### config.mk
export PLATFORM = sky130hd
export DESIGN_NAME = cpu_controller_flat
export DESIGN_NICKNAME = d
export VERILOG_FILES = /design/src/rtl/cpu_controller_if.sv /design/src/rtl/cpu_controller.sv /design/src/flat_wrapper.sv
export SDC_FILE = /design/constraint.sdc
export NUM_CORES = 1
export LEC_CHECK = 0
export CORE_AREA = 2 2 39 41
export CTS_CLUSTER_DIAMETER = 40
export DETAILED_ROUTE_END_ITERATION = 6
export DIE_AREA = 0 0 41 43
export PLACE_DENSITY = 0.75
export SYNTH_ARGS = -nofsm -noshare
export SYNTH_HDL_FRONTEND = slang
export SYNTH_SLANG_ARGS = --single-unit
### constraint.sdc
create_clock -name clk -period 2.2 [get_ports clk]
set_input_delay 0.44 -clock clk [delete_from_list [all_inputs] [get_ports clk]]
set_output_delay 0.44 -clock clk [all_outputs]
set_load 0.01 [all_outputs]
### src/rtl/cpu_controller_if.sv
// Control bus between the accumulator-CPU controller and its datapath.
interface cpu_controller_if;
    logic [7:0] instrCU;
    logic       zeroCU;
    logic       weCU;
    logic       buffIRCU;
    logic       buffAHCU;
    logic       buffALCU;
    logic       buffRCU;
    logic       srcbmuxCU;
    logic       adrmuxCU;
    logic [1:0] acmuxCU;
    logic [1:0] pcmuxCU;
    logic [2:0] aluopCU;
    logic       halted;

    // Controller side: consumes IR and ALU zero, drives every strobe/select.
    modport master (
        input  instrCU, zeroCU,
        output weCU, buffIRCU, buffAHCU, buffALCU, buffRCU,
               srcbmuxCU, adrmuxCU, acmuxCU, pcmuxCU, aluopCU, halted
    );

    // Datapath side.
    modport slave (
        output instrCU, zeroCU,
        input  weCU, buffIRCU, buffAHCU, buffALCU, buffRCU,
               srcbmuxCU, adrmuxCU, acmuxCU, pcmuxCU, aluopCU, halted
    );
endinterface

### src/rtl/cpu_controller.sv
// Multi-cycle Moore controller for the 8-bit accumulator CPU: fetch, decode,
// two-byte address fetch, memory access and HALT, with an internal Z flag.
module cpu_controller (
    input  logic             clk,
    input  logic             reset,
    cpu_controller_if.master io_bus
);
    localparam logic [7:0] OP_LDAC = 8'h01;
    localparam logic [7:0] OP_STAC = 8'h02;
    localparam logic [7:0] OP_MVAC = 8'h03;
    localparam logic [7:0] OP_MOVR = 8'h04;
    localparam logic [7:0] OP_JUMP = 8'h05;
    localparam logic [7:0] OP_JMPZ = 8'h06;
    localparam logic [7:0] OP_JPNZ = 8'h07;
    localparam logic [7:0] OP_ADD  = 8'h08;
    localparam logic [7:0] OP_SUB  = 8'h09;
    localparam logic [7:0] OP_INAC = 8'h0A;
    localparam logic [7:0] OP_CLAC = 8'h0B;
    localparam logic [7:0] OP_AND  = 8'h0C;
    localparam logic [7:0] OP_OR   = 8'h0D;
    localparam logic [7:0] OP_XOR  = 8'h0E;
    localparam logic [7:0] OP_NOT  = 8'h0F;
    localparam logic [7:0] OP_HALT = 8'hFF;

    typedef enum logic [2:0] {
        S_FETCH  = 3'd0,
        S_DECODE = 3'd1,
        S_ADRH   = 3'd2,
        S_ADRL   = 3'd3,
        S_MEM    = 3'd4,
        S_HALT   = 3'd5
    } state_t;

    state_t     r_state;
    logic       r_z;

    logic [7:0] w_instr;
    logic       w_is_alu;
    logic       w_is_mem;
    logic       w_is_three;
    logic       w_jump_taken;

    logic       w_we, w_ir, w_ah, w_al, w_r, w_srcb, w_adr, w_halted;
    logic [1:0] w_acmux, w_pcmux;
    logic [2:0] w_aluop;

    assign w_instr      = io_bus.instrCU;
    assign w_is_alu     = (w_instr[7:3] == 5'b00001);
    assign w_is_mem     = (w_instr == OP_LDAC) || (w_instr == OP_STAC);
    assign w_is_three   = w_is_mem || (w_instr == OP_JUMP) ||
                          (w_instr == OP_JMPZ) || (w_instr == OP_JPNZ);
    assign w_jump_taken = (w_instr == OP_JUMP) ||
                          ((w_instr == OP_JMPZ) &&  r_z) ||
                          ((w_instr == OP_JPNZ) && !r_z);

    // State sequencing and Z flag capture at the end of DECODE for ALU ops.
    always_ff @(posedge clk) begin
        if (reset) begin
            r_state <= S_FETCH;
            r_z     <= 1'b0;
        end else begin
            case (r_state)
                S_FETCH:  r_state <= S_DECODE;
                S_DECODE: begin
                    if (w_is_alu)
                        r_z <= io_bus.zeroCU;
                    if (w_instr == OP_HALT)
                        r_state <= S_HALT;
                    else if (w_is_three)
                        r_state <= S_ADRH;
                    else
                        r_state <= S_FETCH;
                end
                S_ADRH:   r_state <= S_ADRL;
                S_ADRL:   r_state <= w_is_mem ? S_MEM : S_FETCH;
                S_MEM:    r_state <= S_FETCH;
                S_HALT:   r_state <= S_HALT;
                default:  r_state <= S_FETCH;
            endcase
        end
    end

    // Control decode; the datapath samples these only at the next rising
    // edge, so they are left combinational and forced idle during reset.
    always_comb begin
        w_we     = 1'b0;
        w_ir     = 1'b0;
        w_ah     = 1'b0;
        w_al     = 1'b0;
        w_r      = 1'b0;
        w_srcb   = 1'b0;
        w_adr    = 1'b0;
        w_acmux  = 2'b00;
        w_pcmux  = 2'b00;
        w_aluop  = 3'b000;
        w_halted = 1'b0;
        if (!reset) begin
            case (r_state)
                S_FETCH: begin
                    w_ir    = 1'b1;
                    w_pcmux = 2'b01;
                end
                S_DECODE: begin
                    case (w_instr)
                        OP_MVAC: w_r     = 1'b1;
                        OP_MOVR: w_acmux = 2'b10;
                        OP_ADD:  w_aluop = 3'b001;
                        OP_SUB:  w_aluop = 3'b010;
                        OP_INAC: begin
                            w_aluop = 3'b001;
                            w_srcb  = 1'b1;
                        end
                        OP_CLAC: w_aluop = 3'b011;
                        OP_AND:  w_aluop = 3'b100;
                        OP_OR:   w_aluop = 3'b101;
                        OP_XOR:  w_aluop = 3'b110;
                        OP_NOT:  w_aluop = 3'b111;
                        default: ;
                    endcase
                end
                S_ADRH: begin
                    w_pcmux = 2'b01;
                    // A not-taken conditional jump skips its operand without reloading adrH/adrL.
                    w_ah    = !(((w_instr == OP_JMPZ) && !r_z) ||
                                ((w_instr == OP_JPNZ) &&  r_z));
                end
                S_ADRL: begin
                    if (w_is_mem) begin
                        w_al    = 1'b1;
                        w_pcmux = 2'b01;
                    end else if (w_jump_taken) begin
                        w_al    = 1'b1;
                        w_pcmux = 2'b10;
                    end else begin
                        w_pcmux = 2'b01;
                    end
                end
                S_MEM: begin
                    w_adr = 1'b1;
                    if (w_instr == OP_LDAC)
                        w_acmux = 2'b01;
                    else if (w_instr == OP_STAC)
                        w_we = 1'b1;
                end
                S_HALT:  w_halted = 1'b1;
                default: ;
            endcase
        end
    end

    assign io_bus.weCU      = w_we;
    assign io_bus.buffIRCU  = w_ir;
    assign io_bus.buffAHCU  = w_ah;
    assign io_bus.buffALCU  = w_al;
    assign io_bus.buffRCU   = w_r;
    assign io_bus.srcbmuxCU = w_srcb;
    assign io_bus.adrmuxCU  = w_adr;
    assign io_bus.acmuxCU   = w_acmux;
    assign io_bus.pcmuxCU   = w_pcmux;
    assign io_bus.aluopCU   = w_aluop;
    assign io_bus.halted    = w_halted;
endmodule

### src/flat_wrapper.sv
// flat-port wrapper written by rule: the top's interface ports become plain ports
module cpu_controller_flat 
  (clk, reset, io_bus_instrCU, io_bus_zeroCU, io_bus_weCU, io_bus_buffIRCU, io_bus_buffAHCU, io_bus_buffALCU, io_bus_buffRCU, io_bus_srcbmuxCU, io_bus_adrmuxCU, io_bus_acmuxCU, io_bus_pcmuxCU, io_bus_aluopCU, io_bus_halted);
  cpu_controller_if io_bus_i ();
  input  logic clk;
  input  logic reset;
  input wire logic [$bits(io_bus_i.instrCU)-1:0] io_bus_instrCU;
  input wire logic [$bits(io_bus_i.zeroCU)-1:0] io_bus_zeroCU;
  output wire logic [$bits(io_bus_i.weCU)-1:0] io_bus_weCU;
  output wire logic [$bits(io_bus_i.buffIRCU)-1:0] io_bus_buffIRCU;
  output wire logic [$bits(io_bus_i.buffAHCU)-1:0] io_bus_buffAHCU;
  output wire logic [$bits(io_bus_i.buffALCU)-1:0] io_bus_buffALCU;
  output wire logic [$bits(io_bus_i.buffRCU)-1:0] io_bus_buffRCU;
  output wire logic [$bits(io_bus_i.srcbmuxCU)-1:0] io_bus_srcbmuxCU;
  output wire logic [$bits(io_bus_i.adrmuxCU)-1:0] io_bus_adrmuxCU;
  output wire logic [$bits(io_bus_i.acmuxCU)-1:0] io_bus_acmuxCU;
  output wire logic [$bits(io_bus_i.pcmuxCU)-1:0] io_bus_pcmuxCU;
  output wire logic [$bits(io_bus_i.aluopCU)-1:0] io_bus_aluopCU;
  output wire logic [$bits(io_bus_i.halted)-1:0] io_bus_halted;
  assign io_bus_i.instrCU = io_bus_instrCU;
  assign io_bus_i.zeroCU = io_bus_zeroCU;
  assign io_bus_weCU = io_bus_i.weCU;
  assign io_bus_buffIRCU = io_bus_i.buffIRCU;
  assign io_bus_buffAHCU = io_bus_i.buffAHCU;
  assign io_bus_buffALCU = io_bus_i.buffALCU;
  assign io_bus_buffRCU = io_bus_i.buffRCU;
  assign io_bus_srcbmuxCU = io_bus_i.srcbmuxCU;
  assign io_bus_adrmuxCU = io_bus_i.adrmuxCU;
  assign io_bus_acmuxCU = io_bus_i.acmuxCU;
  assign io_bus_pcmuxCU = io_bus_i.pcmuxCU;
  assign io_bus_aluopCU = io_bus_i.aluopCU;
  assign io_bus_halted = io_bus_i.halted;
  cpu_controller u_core (.clk(clk), .reset(reset), .io_bus(io_bus_i));
endmodule
==> flow_metrics.py, run 1 <==
metrics = {
    "setup_path": {
        "crit_chain": "or4b_4, or3b_4, nor3_4, buf_2",
        "critPathArrivalTime_ns": 1.77,
        "cp_num_buf_inv": 1,
        "path_class": "reg -> out",
        "critPathSlowestCell": "or4b_4",
        "slowest_delay_ns": 0.55,
        "required_ns": 1.76,
        "critPathTopFamily": "simple AND/OR/NAND/NOR gates",
        "crit_fanout": 4,
        "start_kind": "register",
        "crit_path_end_kind": "output pin",
    },
    "final_layout": {
        "syn_to_final_growth_pct": 87.21,
        "fin_util_pct": 64.83,
        "fill_cells": 123,
        "n_antenna_cell": 0,
        "drive_above_1_share_pct": 44.04,
        "mostFrequentLayoutCell": "buf_4",
        "nets": 122,
        "layout_common_cells": "18 x buf_4, 9 x dlygate4sd2_1, 7 x nand2b_1, 7 x buf_2, 6 x nor2_1",
    },
    "floorplan": {
        "core_um2": 1384,
        "dieArea_um2": 1763,
        "die_x_um": 41,
        "start_util_pct": 34.63,
        "chipHeight_um": 43,
        "io_pins": 26,
        "rows": 14,
    },
    "sta": {
        "tns_ns": -0.02107,
        "finalCritPeriodShare_pct": 100.7,
        "rsz0062_at_grt": "yes",
        "maxSlewHeadroom_pct": 81.40,
        "maxSlewViolCount": 0,
        "setup_viol": 3,
        "finalHoldViolations": 0,
        "clock.fmax_mhz": 451.5,
        "fin_skew_ns": 0.002893,
        "fin_crit_ns": 2.215,
        "tightest_slew_ns": 0.2769,
        "fin_ws_ns": -0.01486,
    },
    "global_routing": {
        "grt_pass1_wl_um": 2725,
        "grt_usage_pct": 22.14,
        "antenna_found_initial": 0,
        "grt-ovfl-total": 0,
        "grt_max_degree": 11,
        "grt_pass1_vias": 615,
    },
    "logic_synthesis": {
        "synth.avg_cell_area_um2": 7.261,
        "yosysWarnings": 0,
        "synth.yosys.seq_area_share_pct": 16.71,
        "syn_area_um2": 479.2,
        "synth_top_area_share_pct": 16.71,
        "syn_inst": 66,
        "synthesis.nets": 77,
        "synth_cell_type_count": 32,
        "synthTopCellsByArea": "dfxtp_1 17%, nand2b_1 9.1%, nor2_1 5.5%",
        "yosys_register_bits": 4,
        "synth_top_cell_by_area": "dfxtp_1",
    },
    "routing": {
        "drtAntennaViolNets": 0,
        "wirelength_um": 1572,
        "m1WireLength_um": 712,
        "highest_layer": "met4",
        "met3_length_um": 81,
        "dr.first_iter.drc_count": 21,
        "dr_wl_met2_um": 761,
        "drcViolationCount": 0,
        "vias": 657,
        "wl_per_cell_um": 12.58,
        "dr.pass1.iters": 4,
        "via_per_inst": 5.256,
    },
    "clock_network": {
        "cts_buffer_depth": 2,
        "htree_levels": 1,
        "clkSinkCount": 4,
        "clk_latency_ns": 0.24,
        "clk_pin_slew_ns": 0.04,
        "hold_buffers": 0,
        "cts-root-buf": "clkbuf_4",
        "numCtsBuffers": 3,
        "tritoncts": "yes",
    },
    "place": {
        "dpl.hpwl_um": 1226,
        "pre_cts_slack_ns": -0.7266,
        "port_buffers": 25,
        "gp_congestion": 0.8483,
    },
    "min_path": {
        "hold_path_class": "reg -> reg",
    },
    "power_and_ir_drop": {
        "power_density_nw_per_um2": 288.6,
        "p_leak_nw": 0.4211,
        "peakVddDrop_mv": 0.3169,
    },
    "status": {
        "outcome": "complete, but fails checks",
        "violations": "negative setup slack",
    },
    "flow_run": {
        "cap_violations": 0,
    },
}
==> worst paths after layout <==
path / start / endpoint / slack [ns] / cells after the start
max: u_core.r_state[1] / io_bus_srcbmuxCU / -0.01 / 4
max reg2reg: u_core.r_state[1] / u_core.r_z / 0.77 / 4
min: u_core.r_z / u_core.r_z / 0.53 / 2
min reg2reg: u_core.r_z / u_core.r_z / 0.53 / 2
==> cell usage after synthesis <==
cell	number
nand2b_1	7
nor2_1	7
nor3_1	5
dfxtp_1	4
nand3_1	4
a21oi_1	3
clkbuf_1	3
nand2_1	3
a21boi_0	2
and4_1	2
inv_1	2
nor3b_1	2
o2111ai_1	2
xor2_1	2
a31o_2	1
and3b_1	1
buf_2	1
buf_6	1
mux2i_1	1
nor3_2	1
nor4_1	1
nor4b_1	1
o21a_1	1
o21ai_0	1
o311a_1	1
o31ai_1	1
o32ai_1	1
or2b_1	1
or3_1	1
or3b_4	1
or4b_1	1
or4b_4	1
==> repair_timing <==
item,in CTS,in global routing
buffers inserted,2,1
pin swaps,8,1
setup endpoints to repair,15,10
resized for setup,58,11
==> worst min-delay path, delay by kind of cell (launching register included) <==
family | cells | cell delay (ns)
muxes | 1 | 0.06
DFF | 1 | 0.34
and+or+nand+nor | 1 | 0.08
==> through the flow <==
stage          hold slack [ns]  instance area (µm²)  instances  power [mW]
6_report                0.5344                897.1        125      0.2589
5_1_grt                 0.5782                897.1        125      0.2805
4_1_cts                 0.5472                887.1        124      0.2597
3_5_place_dp            0.5265                849.6        119      0.1620
3_3_place_gp            0.5011                849.6        119      0.1604
2_1_floorplan           0.4818                479.2         66      0.1125
==> flip-flops by register name (all words and copies together) (netlist names) <==
name,count
u_core.r_state,3
u_core.r_z,1
==> area by class of cell <==
cell class	instances	area, µm²	share of cell area (%)
Tap cell	16	20.02	2.232
Sequential cell	4	81.33	9.066
Timing Repair Buffer	45	345.3	38.49
Multi-Input combinational cell	55	420.4	46.86
Inverter	2	7.507	0.8368
Clock buffer	3	22.52	2.510
==> per-layer routing <==
metal / global-route usage (%) / vias up
met5: 0 / -
met4: 4.000 / 0
met3: 8.377 / 2
met2: 32.19 / 21
met1: 30.67 / 303
li1: - / 331
==> kinds of logic after synthesis <==
kind of cell              after synthesis  share of synthesized area, %
DFF                                     4                         16.71
AOI/OAI and AO/OA                      13                         19.84
xor gates and xnor gates                2                         3.656
and+or+nand+nor                        39                         50.39
buffers and inverters                   7                         7.310
muxes                                   1                         2.089
==> where the power goes <==
part           switching, mW  leakage [nW]  internal [mW]  total [mW]
Sequential          0.000809        0.0331         0.0745      0.0753
Clock                 0.0302        0.0138         0.0610      0.0912
Combinational         0.0445         0.374         0.0479      0.0923
No activity file was read; power rests on OpenSTA's default activity.
==> run 2: changes to the inputs <==
--- a/config.mk
+++ b/config.mk
@@ -11,4 +11,5 @@
 export DIE_AREA = 0 0 41 43
 export PLACE_DENSITY = 0.75
+export SETUP_SLACK_MARGIN = 0.15
 export SYNTH_ARGS = -nofsm -noshare
 export SYNTH_HDL_FRONTEND = slang
==> constraint.sdc (replaced) <==
create_clock -name clk -period 2.2 [get_ports clk]
set_input_delay 0.33 -clock clk [delete_from_list [all_inputs] [get_ports clk]]
set_output_delay 0.33 -clock clk [all_outputs]
set_load 0.01 [all_outputs]
==> run 2 against run 1 <==
The flow now finishes without violations. Sequential share of layout area down 0.21 points. Register-to-register slack about the same. Clock-buffer cell count unchanged. Combinational power up 4.0%. Cell count unchanged. Non-clock buffer count unchanged. Clock skew up 0.00094 ns. Clock power down 0.7%. Sequential power about the same. Fmax up 6.8%. Die area unchanged.
==> flow_metrics.py, run 2 (synthesis gave the netlist of run 1 again) <==
metrics = {
    "global_routing": {
        "busiest_layer": "met2",
        "grt_pass1_wl_um": 2566,
        "grt_pass1_vias": 584,
        "grt_max_degree": 11,
        "use_met2_pct": 33.44,
        "grt_use_met1_pct": 27.24,
        "antenna_found_initial": 0,
        "met3_usage_pct": 4.712,
        "grt_usage_pct": 20.76,
        "grt-ovfl-total": 0,
    },
    "sta": {
        "rsz0062_at_grt": "yes",
        "maxSlewHeadroom_pct": 79.55,
        "setup_viol": 0,
        "clock.fmax_mhz": 482.0,
        "maxSlewViolCount": 0,
        "fin_ws_ns": 0.1252,
        "finalHoldViolations": 0,
        "fin_crit_ns": 2.075,
        "hold_slack_ns": 0.5180,
        "tns_ns": 0,
        "tightest_slew_ns": 0.3043,
        "finalCritPeriodShare_pct": 94.31,
        "fin_skew_ns": 0.003836,
    },
    "power_and_ir_drop": {
        "peakVddDrop_mv": 0.4387,
        "power_frac_seq_pct": 28.8,
        "p_leak_nw": 0.4281,
        "clkPwrFrac_pct": 34.6,
        "switching_power_mw": 0.07453,
        "power_density_nw_per_um2": 285.3,
        "p_int_mw": 0.1875,
        "p_sw_share_pct": 28.44,
        "p_comb_share_pct": 36.6,
    },
    "routing": {
        "wl_per_cell_um": 12.78,
        "via_per_inst": 5.256,
        "dr.pass1.iters": 4,
        "dr.first_iter.drc_count": 20,
        "drtAntennaViolNets": 0,
        "wirelength_um": 1598,
        "vias": 657,
        "drcViolationCount": 0,
    },
    "setup_path": {
        "rrSetupSlack_ns": 0.78,
        "crit_fanout": 4,
        "ff2ff_path_depth": 4,
        "required_ns": 1.87,
        "critPathTopFamily": "simple AND/OR/NAND/NOR gates",
        "r2r-end": "u_core.r_z",
        "crit_chain": "or4b_4, or3b_4, nor3_2, buf_2",
        "critPathSlowestCell": "or4b_4",
        "path_class": "reg -> out",
        "cp_num_buf_inv": 1,
        "slowest_delay_ns": 0.53,
        "critPathArrivalTime_ns": 1.74,
        "start_kind": "register",
        "r2r_start": "u_core.r_state[1]",
        "crit_path_end_kind": "output pin",
    },
    "floorplan": {
        "start_util_pct": 34.63,
        "rows": 14,
        "chipHeight_um": 43,
        "dieArea_um2": 1763,
        "core_um2": 1384,
        "io_pins": 26,
        "die_x_um": 41,
    },
    "final_layout": {
        "n_antenna_cell": 0,
        "syn_to_final_growth_pct": 91.64,
        "drive_above_1_share_pct": 41.28,
        "reg.largest.list": "u_core.r_state x3, u_core.r_z x1",
        "layout_common_cells": "18 x buf_4, 7 x nand2b_1, 7 x buf_2",
        "largest_register": "u_core.r_state",
        "mostFrequentLayoutCell": "buf_4",
        "fill_cells": 119,
        "multi_input_area_um2": 414.1,
        "nets": 122,
        "largest_reg_flops": 3,
        "seqCellArea_um2": 81.33,
    },
    "place": {
        "dpl.hpwl_um": 1152,
        "port_buffers": 25,
        "pre_cts_slack_ns": -0.5005,
        "gp_congestion": 0.8437,
    },
    "clock_network": {
        "tritoncts": "yes",
        "clkSinkCount": 4,
        "numCtsBuffers": 3,
        "htree_levels": 1,
        "cts-root-buf": "clkbuf_4",
        "clk_pin_slew_ns": 0.04,
        "hold_buffers": 0,
        "clk_latency_ns": 0.24,
        "cts_buffer_depth": 2,
    },
    "min_path": {
        "holdCritStartpoint": "u_core.r_z",
        "hold_end": "u_core.r_z",
        "whs_path_depth": 2,
        "hold_path_class": "reg -> reg",
    },
    "flow_run": {
        "cap_violations": 0,
    },
    "status": {
        "outcome": "completed",
    },
}
==> run 2: changes by cell type in the layout (fill, tap and decap cells not counted), sizes merged <==
| cell | delta |
|---|---|
| clkdlybuf4s15 | +2 |
| dlygate4sd2 | -5 |
| clkdlybuf4s50 | +3 |
| clkbuf | -2 |
| dlymetal6s2s | +1 |
| buf | +1 |
==> run 2: final cells by class <==
type,instances,area share (%)
clock buffer,3,2.452
multi-input combinational,55,45.10
tap,16,2.180
sequential,4,8.856
inverter,2,0.8174
timing repair buffer,45,40.60
==> run 2: worst reg2reg max path: stages, from the launching register on <==
cell and delay, ns:
dfxtp_1 0.31, buf_4 0.16, nand2b_1 0.21, or4b_1 0.50
mux2i_1 0.13
==> run 2: layer usage <==
metal  up-vias  share of wire, %
li1        331                 -
met1       303                42
met2        23                51
met3         0               6.5
met4         0                 0
met5         -                 0
==> run 2: power by group through the flow <==
stage                     Combinational (mW)  Clock [mW]  Sequential [mW]
after global routing                   0.103       0.106           0.0752
after CTS                             0.0904      0.0947           0.0753
after floorplan                       0.0349           0           0.0775
after global placement                0.0827           0           0.0764
final                                 0.0960      0.0906           0.0754
after detailed placement              0.0832           0           0.0764
==> run 2: metrics by stage <==
stage          cells  instance area [µm²]  utilization, %  power (mW)
2_1_floorplan     66                479.2               -      0.1125
3_3_place_gp     118                842.1           60.85      0.1591
3_5_place_dp     118                842.1           60.85      0.1596
4_1_cts          125                903.4           65.28      0.2603
5_1_grt          125                918.4           66.37      0.2848
6_report         125                918.4           66.37      0.2620
==> run 2: worst max-delay path by stage <==
| stage | endpoint | cells past startpoint | from |
|---|---|---|---|
| after floorplan | io_bus_srcbmuxCU | 4 | reset |
| after global placement | io_bus_srcbmuxCU | 5 | reset |
| after detailed placement | io_bus_srcbmuxCU | 5 | reset |
| after CTS | io_bus_srcbmuxCU | 4 | u_core.r_state[1] |
| after global routing | io_bus_srcbmuxCU | 4 | u_core.r_state[2] |
| final | io_bus_srcbmuxCU | 4 | u_core.r_state[2] |
==> run 2: repair_timing <==
item                       4_1_cts  5_1_grt
setup endpoints to repair       14       14
pin swaps                        6        6
gates resized for setup         48       16
setup buffers                    4        0
